==> src/rtl/cu.sv <==
// Control unit for the multi-cycle CPU: a four-state sequencer (STOP/FETCH/EXEC/MEM2)
// whose datapath strobes are combinational decodes of the current state and the IR.
module cu (
    input  logic        clk,
    input  logic        rst,
    input  logic        start,
    input  logic [31:0] ir,
    input  logic [3:0]  status,
    output logic        mem_rd,
    output logic        mem_wr,
    output logic [31:0] a_reg_mask,
    output logic [31:0] b_reg_mask,
    output logic        oe_a_reg_file,
    output logic        oe_b_reg_file,
    output logic        ld_reg_file,
    output logic [3:0]  sel_a_reg_file,
    output logic [3:0]  sel_b_reg_file,
    output logic [3:0]  sel_in_reg_file,
    output logic [7:0]  count_a_reg_file,
    output logic [7:0]  count_b_reg_file,
    output logic        pre_count_a_reg_file,
    output logic        pre_count_b_reg_file,
    output logic        post_count_a_reg_file,
    output logic        post_count_b_reg_file,
    output logic        oe_a_ir,
    output logic        oe_b_ir,
    output logic        ld_ir,
    output logic        ld_status,
    output logic        oe_mdr,
    output logic        ld_mdr,
    output logic        oe_mar,
    output logic        ld_mar,
    output logic        oe_alu,
    output logic [3:0]  alu_op
);

    localparam logic [1:0] ST_STOP  = 2'd0;
    localparam logic [1:0] ST_FETCH = 2'd1;
    localparam logic [1:0] ST_EXEC  = 2'd2;
    localparam logic [1:0] ST_MEM2  = 2'd3;

    localparam logic [7:0] OP_NOP  = 8'h00;
    localparam logic [7:0] OP_HALT = 8'h01;
    localparam logic [7:0] OP_LD   = 8'h02;
    localparam logic [7:0] OP_ST   = 8'h03;
    localparam logic [7:0] OP_LDI  = 8'h04;
    localparam logic [7:0] OP_PUSH = 8'h05;
    localparam logic [7:0] OP_POP  = 8'h06;

    localparam logic [3:0] REG_PC     = 4'd15;
    localparam logic [3:0] REG_SP     = 4'd14;
    localparam logic [3:0] ALU_PASSB  = 4'd1;
    localparam logic [31:0] MASK_ALL  = 32'hFFFF_FFFF;
    localparam logic [31:0] MASK_IMM  = 32'h0000_FFFF;

    logic [1:0] r_state;
    logic [1:0] w_nextState;
    logic [3:0] w_cond;
    logic [7:0] w_instr;
    logic [3:0] w_regA;
    logic [3:0] w_regB;
    logic [3:0] w_regC;
    logic       w_n;
    logic       w_z;
    logic       w_c;
    logic       w_v;
    logic       w_condTrue;
    logic       w_unusedIr;

    assign w_cond     = ir[31:28];
    assign w_instr    = ir[27:20];
    assign w_regA     = ir[19:16];
    assign w_regB     = ir[15:12];
    assign w_regC     = ir[11:8];
    assign w_unusedIr = &ir[7:0];
    assign {w_n, w_z, w_c, w_v} = status;

    // Codes 11-15 are reserved and behave like "always".
    always_comb begin
        w_condTrue = 1'b1;
        case (w_cond)
            4'd1:    w_condTrue = w_z;
            4'd2:    w_condTrue = !w_z;
            4'd3:    w_condTrue = !w_c;
            4'd4:    w_condTrue = w_c;
            4'd5:    w_condTrue = w_c && !w_z;
            4'd6:    w_condTrue = !w_c || w_z;
            4'd7:    w_condTrue = w_n ^ w_v;
            4'd8:    w_condTrue = !(w_n ^ w_v);
            4'd9:    w_condTrue = !w_z && !(w_n ^ w_v);
            4'd10:   w_condTrue = w_z || (w_n ^ w_v);
            default: w_condTrue = 1'b1;
        endcase
    end

    always_ff @(posedge clk or negedge rst) begin
        if (!rst) r_state <= ST_STOP;
        else      r_state <= w_nextState;
    end

    always_comb begin
        w_nextState           = r_state;
        mem_rd                = 1'b0;
        mem_wr                = 1'b0;
        a_reg_mask            = MASK_ALL;
        b_reg_mask            = MASK_ALL;
        oe_a_reg_file         = 1'b0;
        oe_b_reg_file         = 1'b0;
        ld_reg_file           = 1'b0;
        sel_a_reg_file        = 4'd0;
        sel_b_reg_file        = 4'd0;
        sel_in_reg_file       = 4'd0;
        count_a_reg_file      = 8'd0;
        count_b_reg_file      = 8'd0;
        pre_count_a_reg_file  = 1'b0;
        pre_count_b_reg_file  = 1'b0;
        post_count_a_reg_file = 1'b0;
        post_count_b_reg_file = 1'b0;
        oe_a_ir               = 1'b0;
        oe_b_ir               = 1'b0;
        ld_ir                 = 1'b0;
        ld_status             = 1'b0;
        oe_mdr                = 1'b0;
        ld_mdr                = 1'b0;
        oe_mar                = 1'b0;
        ld_mar                = 1'b0;
        oe_alu                = 1'b0;
        alu_op                = 4'd0;

        case (r_state)
            ST_STOP: begin
                if (start) w_nextState = ST_FETCH;
            end
            ST_FETCH: begin
                sel_b_reg_file        = REG_PC;
                oe_b_reg_file         = 1'b1;
                mem_rd                = 1'b1;
                ld_ir                 = 1'b1;
                count_b_reg_file      = 8'd1;
                post_count_b_reg_file = 1'b1;
                w_nextState           = ST_EXEC;
            end
            ST_EXEC: begin
                w_nextState = ST_FETCH;
                if (w_condTrue) begin
                    // The register and immediate ALU forms differ only in the B-bus source.
                    if (w_instr[7:4] == 4'h1 || w_instr[7:4] == 4'h2) begin
                        alu_op          = w_instr[3:0];
                        sel_a_reg_file  = w_regB;
                        oe_a_reg_file   = 1'b1;
                        sel_b_reg_file  = w_regC;
                        oe_alu          = 1'b1;
                        sel_in_reg_file = w_regA;
                        ld_reg_file     = 1'b1;
                        ld_status       = 1'b1;
                        if (w_instr[7:4] == 4'h1) begin
                            oe_b_reg_file = 1'b1;
                        end else begin
                            oe_b_ir    = 1'b1;
                            b_reg_mask = MASK_IMM;
                        end
                    end else begin
                        case (w_instr)
                            OP_HALT: w_nextState = ST_STOP;
                            OP_LDI: begin
                                oe_b_ir         = 1'b1;
                                b_reg_mask      = MASK_IMM;
                                alu_op          = ALU_PASSB;
                                oe_alu          = 1'b1;
                                sel_in_reg_file = w_regA;
                                ld_reg_file     = 1'b1;
                            end
                            OP_LD: begin
                                sel_b_reg_file = w_regB;
                                oe_b_reg_file  = 1'b1;
                                mem_rd         = 1'b1;
                                ld_mdr         = 1'b1;
                                w_nextState    = ST_MEM2;
                            end
                            OP_ST, OP_PUSH: begin
                                sel_a_reg_file = w_regA;
                                oe_a_reg_file  = 1'b1;
                                ld_mdr         = 1'b1;
                                w_nextState    = ST_MEM2;
                            end
                            OP_POP: begin
                                sel_b_reg_file        = REG_SP;
                                oe_b_reg_file         = 1'b1;
                                count_b_reg_file      = 8'd1;
                                post_count_b_reg_file = 1'b1;
                                mem_rd                = 1'b1;
                                ld_mdr                = 1'b1;
                                w_nextState           = ST_MEM2;
                            end
                            OP_NOP:  w_nextState = ST_FETCH;
                            default: w_nextState = ST_FETCH;
                        endcase
                    end
                end
            end
            ST_MEM2: begin
                w_nextState = ST_FETCH;
                case (w_instr)
                    OP_LD, OP_POP: begin
                        oe_mdr          = 1'b1;
                        sel_in_reg_file = w_regA;
                        ld_reg_file     = 1'b1;
                    end
                    OP_ST: begin
                        sel_b_reg_file = w_regB;
                        oe_b_reg_file  = 1'b1;
                        oe_mdr         = 1'b1;
                        mem_wr         = 1'b1;
                    end
                    OP_PUSH: begin
                        sel_b_reg_file       = REG_SP;
                        oe_b_reg_file        = 1'b1;
                        count_b_reg_file     = 8'hFF;
                        pre_count_b_reg_file = 1'b1;
                        oe_mdr               = 1'b1;
                        mem_wr               = 1'b1;
                    end
                    default: ;
                endcase
            end
            default: w_nextState = ST_STOP;
        endcase
    end

endmodule

==> config.mk <==
export PLATFORM = sky130hd
export DESIGN_NAME = cu
export DESIGN_NICKNAME = d
export VERILOG_FILES = /design/src/rtl/cu.sv
export SDC_FILE = /design/constraint.sdc
export NUM_CORES = 1
export LEC_CHECK = 0
export CORE_UTILIZATION = 30
export DETAILED_ROUTE_END_ITERATION = 10
export PLACE_DENSITY_LB_ADDON = 0.08
export SLEW_MARGIN = 10
export SYNTH_ARGS = -nofsm -noshare
export SYNTH_HDL_FRONTEND = slang
export SYNTH_SLANG_ARGS = --single-unit
==> constraint.sdc <==
create_clock -name clk -period 2.78 [get_ports clk]
set_input_delay 0.278 -clock clk [delete_from_list [all_inputs] [get_ports clk]]
set_output_delay 0.278 -clock clk [all_outputs]
set_load 0.01 [all_outputs]
; ---- Yosys cells after proc, flatten, opt, wreduce, memory -nomap -nowiden
; Cells that the tools add are included.
[word_totals]
ff_bits = 2
input_bits = 39
out_inout_bits = 114
elab_cells = 107
[classes]
eq_ne = 22
muxes = 71
bitwise_logic = 1
n_reduce_logical = 12
[ops]
columns = op, count
row1 = 32-bit two-way mux, 5
row2 = 4-bit two-way mux, 13
row3 = 1-bit two-way mux, 37
row4 = 8-bit by 3-bit equality test with 1-bit output (second input constant), 3
row5 = 4-bit one-hot mux with 2 select lines, 3
row6 = 8-bit one-hot mux with 3 select lines, 1
row7 = 4-bit by 3-bit equality test with 1-bit output (second input constant), 4
row8 = 8-bit by 2-bit equality test with 1-bit output (second input constant), 2
row9 = 4-bit by 2-bit equality test with 1-bit output (second input constant), 3
row10 = 4-bit equality test (second input constant), 3
row11 = 4-bit one-hot mux with 3 select lines, 1
row12 = 1-bit one-hot mux with 10 select lines, 1
row13 = 4-bit by 1-bit equality test with 1-bit output (second input constant), 2
row14 = 8-bit by 1-bit equality test with 1-bit output (second input constant), 1
row15 = 8-bit two-way mux, 1
row16 = 2-bit one-hot mux with 4 select lines, 1
row17 = 2-bit two-way mux, 3
row18 = 1-bit one-hot mux with 2 select lines, 3
row19 = 2-bit equality test (second input constant), 2
row20 = 2-bit one-hot mux with 2 select lines, 1
row21 = 2-bit OR reduction, 2
row22 = 4-bit OR reduction, 1
row23 = 1-bit zero test, 3
row24 = 1-bit logical OR, 3
row25 = 6 further kinds, 7

; ---- Depth between registers and ports, before layout
[logic_depth]
ltp_word = 6
mapped_depth = 7
mapped_depth_nobuf = 6

; ---- Worst setup path before layout
; No wires, ideal clock.
[synth_path]
path_type = register -> output
startpoint = register r_state[0]
endpoint = output b_reg_mask[17]
t_arrival_ps = 1931
t_required_ps = 2502
path_slack_ps = 571
stages_incl_launch_ff = 8
path_buffers = 1
cell_sequence = dfrtp_1 inv_1 ha_1 nand2_1 a211oi_4 o22ai_4 nand2b_1 buf_4
[synth_via]
elab_chain_cells = 2
[synth_lines]
columns = element, line_no
row1 = start: declaration, 56  ; logic [1:0] r_state;
row2 = start signal: assignment, 98  ; else r_state <= w_nextState;
row3 = 2-bit equality test, 130  ; case (r_state)
row4 = 32-bit two-way mux, 130
row5 = end: declaration, 12  ; output logic [31:0] b_reg_mask,
; Every way passes these cells.

; ---- Worst setup path after layout
[layout_path]
startpoint = input status[2]
endpoint = output count_b_reg_file[0]
[layout_via]
elab_chain_cells = 5
elab_cells_between_ends = 8
cone_classes = mux: 3 / reduce/logical: 5
[layout_lines]
columns = element, line_no
row1 = start: declaration, 8  ; input logic [3:0] status,
row2 = 1-bit zero test, "83, 86, 90"
row3 = "1-bit logical AND, on equally long branches", "90, 86"
row4 = 1-bit one-hot mux with 10 select lines (*), 81  ; case (w_cond)
row5 = 1-bit two-way mux (*), 145  ; if (w_condTrue) begin
row6 = 8-bit one-hot mux with 3 select lines (*), 130
row7 = end: declaration, 20  ; output logic [7:0] count_b_reg_file,
; Every way passes the cells marked *; elsewhere a longest branch is shown, timed or not.

==> out/metrics.csv <==
metric,value,unit
synth.avg_cell_area,7.12,um2
synth_area,1530,um2
cp_max_fo,9,
synth_edf_count,0,
crit_family,buffers and inverters,
drtIter0Drc,25,
cp.arrival,2380,ps
pwr-share-seq,0.075,
clkSlewWorstSetupHoldPaths,30,ps
via_per_inst,4.04,
power_frac_comb,0.786,
clk_path_buf_depth,2,
min_period_over_period,0.956,
tritoncts,done,
drive_gt1_frac,0.156,
ys.flop_type,dfrtp_1,
synthTopCellsByCount,"82 x buf_4, 25 x nor2_1, 19 x nand2_1, 11 x a21oi_1, 7 x o21ai_0",
yosys-top-cells-area,"buf_4 40%, nor2_1 6.1%, nand2_1 4.7%",
area_delta_synth_final,49.6,%
dp_hpwl,3230,um
fin_setup_tns,0,ps
die_w,73.5,um
rsz0062_at_grt,yes,
wl_per_cell,10.3,um
diodes,0,
grtUsageTotal,0.133,
finalWirelength,3790,um
power_frac_clock,0.139,
startpoint_type,input pin,
switchingPower,0.381,mW
fmax,0.376,GHz
critPathKind,in -> out,
yosysTopAreaCell,buf_4,
finalSetupViolCount,0,
swShare,0.471,
nFillCells,524,
top_regs,r_state: 2 flops,
cts_buffers,3,
yosysWarningCount,0,
async_reset_ff_frac,1.00,
max_cap_violations,0,
yosysSeqAreaShare,0.0327,
largest_register,r_state,
leakage,1.15,nW
largest_register_ff_count,2,
yosysUniqueCellTypes,43,
finalWorstSetupSlack,121,ps
ys_seq_elements,2,
start_util,0.318,
min_path_type,in -> async,
status,completed,
slowest_delay,500,ps
synth_top_area_share,0.402,
grt_overflow,0,
fp-row-count,25,
finalNetCount,347,
routabilityCongestion,0.838,
die-height,73.5,um
antenna_found_initial,0,
grt_pass1_vias,1272,
cp_cell_sequence,"clkdlybuf4s50_1, mux2_1, o221ai_2, o311a_4, buf_4, nor2_8, o41ai_4, dlygate4sd2_1",
hold_viol_final,0,
p_per_area,353,nW/um2
htreeDepth,1,
intPower,0.428,mW
holdBufCountCts,0,
fp.coreArea,4820,um2
vias,1488,
cp-end-kind,primary output,
grt_pass1_wl,5750,um
pin_count,153,
clockRootBuffer,clkbuf_8,
grt_max_degree,17,
dieArea,5390,um2
yosysMostFrequentCell,buf_4,
worst_skew_pair.late_latency,210,ps
crit_required,2500,ps
ir_worst_vdd,0.299,mV
place_ws,-92.1,ps
numClockSinks,2,
tightest_slew,549,ps
slowest_stage,clkdlybuf4s50_1,
drc,0,
synth_cells,215,
antenna_left,0,
cp_num_buf_inv,3,
fin_total_pwr,0.810,mW
slew_headroom,0.633,
period_minus_slack,2660,ps
numPortBuffers,83,
dr.pass1.iters,4,
slew_violations,0,
clock-skew-final,3.48,ps
-- final timing paths --
kind	slack (ps)	end	start	cells past startpoint
setup reg to reg	1040	r_state[0]	r_state[1]	5
hold reg to reg	670	r_state[1]	r_state[1]	2
setup / recovery	120	count_b_reg_file[0]	status[2]	8
hold / removal	240	r_state[0]	rst	1
min in group clk	670	r_state[1]	r_state[1]	2
max in group asynchronous	2410	r_state[1]	rst	1
-- stage by stage --
stage | cells | hold slack [ps] | instance area (um2) | util
floorplan | 274 | -17.6 | 1750 | -
global placement | 362 | 453 | 2230 | 0.464
detailed placement | 362 | 455 | 2230 | 0.464
CTS | 365 | 237 | 2240 | 0.466
global route | 368 | 244 | 2290 | 0.476
finish | 368 | 240 | 2290 | 0.476
-- per-layer routing --
metal / wire [um] / vias up / global-route usage
met2: 1710 / 92 / 0.220
li1: - / 750 / -
met5: 0 / - / 0
met4: 0 / 0 / 0.0128
met1: 1760 / 646 / 0.186
met3: 322 / 0 / 0.0233
-- power groups by stage --
stage	Combinational [mW]	Sequential [mW]	Clock [mW]
after floorplan	0.438	0.0549	0
after global placement	0.684	0.0603	0
after detailed placement	0.686	0.0607	0
after CTS	0.640	0.0601	0.115
after global routing	0.712	0.0650	0.119
final	0.636	0.0605	0.113
-- final cells by class --
| cell class | instances | area (um2) | share of cell area |
|---|---|---|---|
| clock buffer | 3 | 41.3 | 0.0180 |
| inverter | 5 | 18.8 | 0.00819 |
| multi-input combinational | 181 | 1060 | 0.463 |
| sequential | 2 | 50.0 | 0.0218 |
| tap | 67 | 83.8 | 0.0366 |
| timing repair buffer | 110 | 1040 | 0.452 |
-- cells by family (layout without fill, tap and decap cells) --
family | Yosys count | count (layout) | share of synthesized area
compound gates | 40 | 40 | 0.211
xor+xnor | 3 | 3 | 0.0221
fa+ha+maj | 5 | 5 | 0.0408
buf+inv | 91 | 118 | 0.429
flops | 2 | 2 | 0.0327
mux | 1 | 1 | 0.00735
other cells | 2 | 61 | 0.00490
simple gates | 71 | 71 | 0.252
-- cell usage in the layout (no fill, tap or decap), types with 3 or more instances in the layout --
master           synthesis  routed
nor3b_2                  3       3
a21oi_1                 11      11
a21boi_0                 4       4
clkbuf_8                 0       3
nor3_2                   2       3
dlymetal6s2s_1           0       7
dlygate4sd2_1            0      32
nand2b_1                 4       3
ha_1                     5       5
inv_1                    5       5
buf_4                   82      25
o31ai_1                  6       6
a22oi_1                  4       4
nand2_1                 19      19
clkdlybuf4s50_1          0      44
nor2_1                  25      24
nor2b_1                  3       3
conb_1                   2      61
o21ai_0                  7       6
-- repair_timing --
action / 4_1_cts / 5_1_grt
hold endpoints to repair: 0 / 0
pin swaps: 1 / 1
gates cloned: 0 / 0
gates resized for setup: 33 / 10
setup endpoints to repair: 33 / 15
setup buffers: 0 / 3
Note: power is estimated with default switching activity, not from simulation.
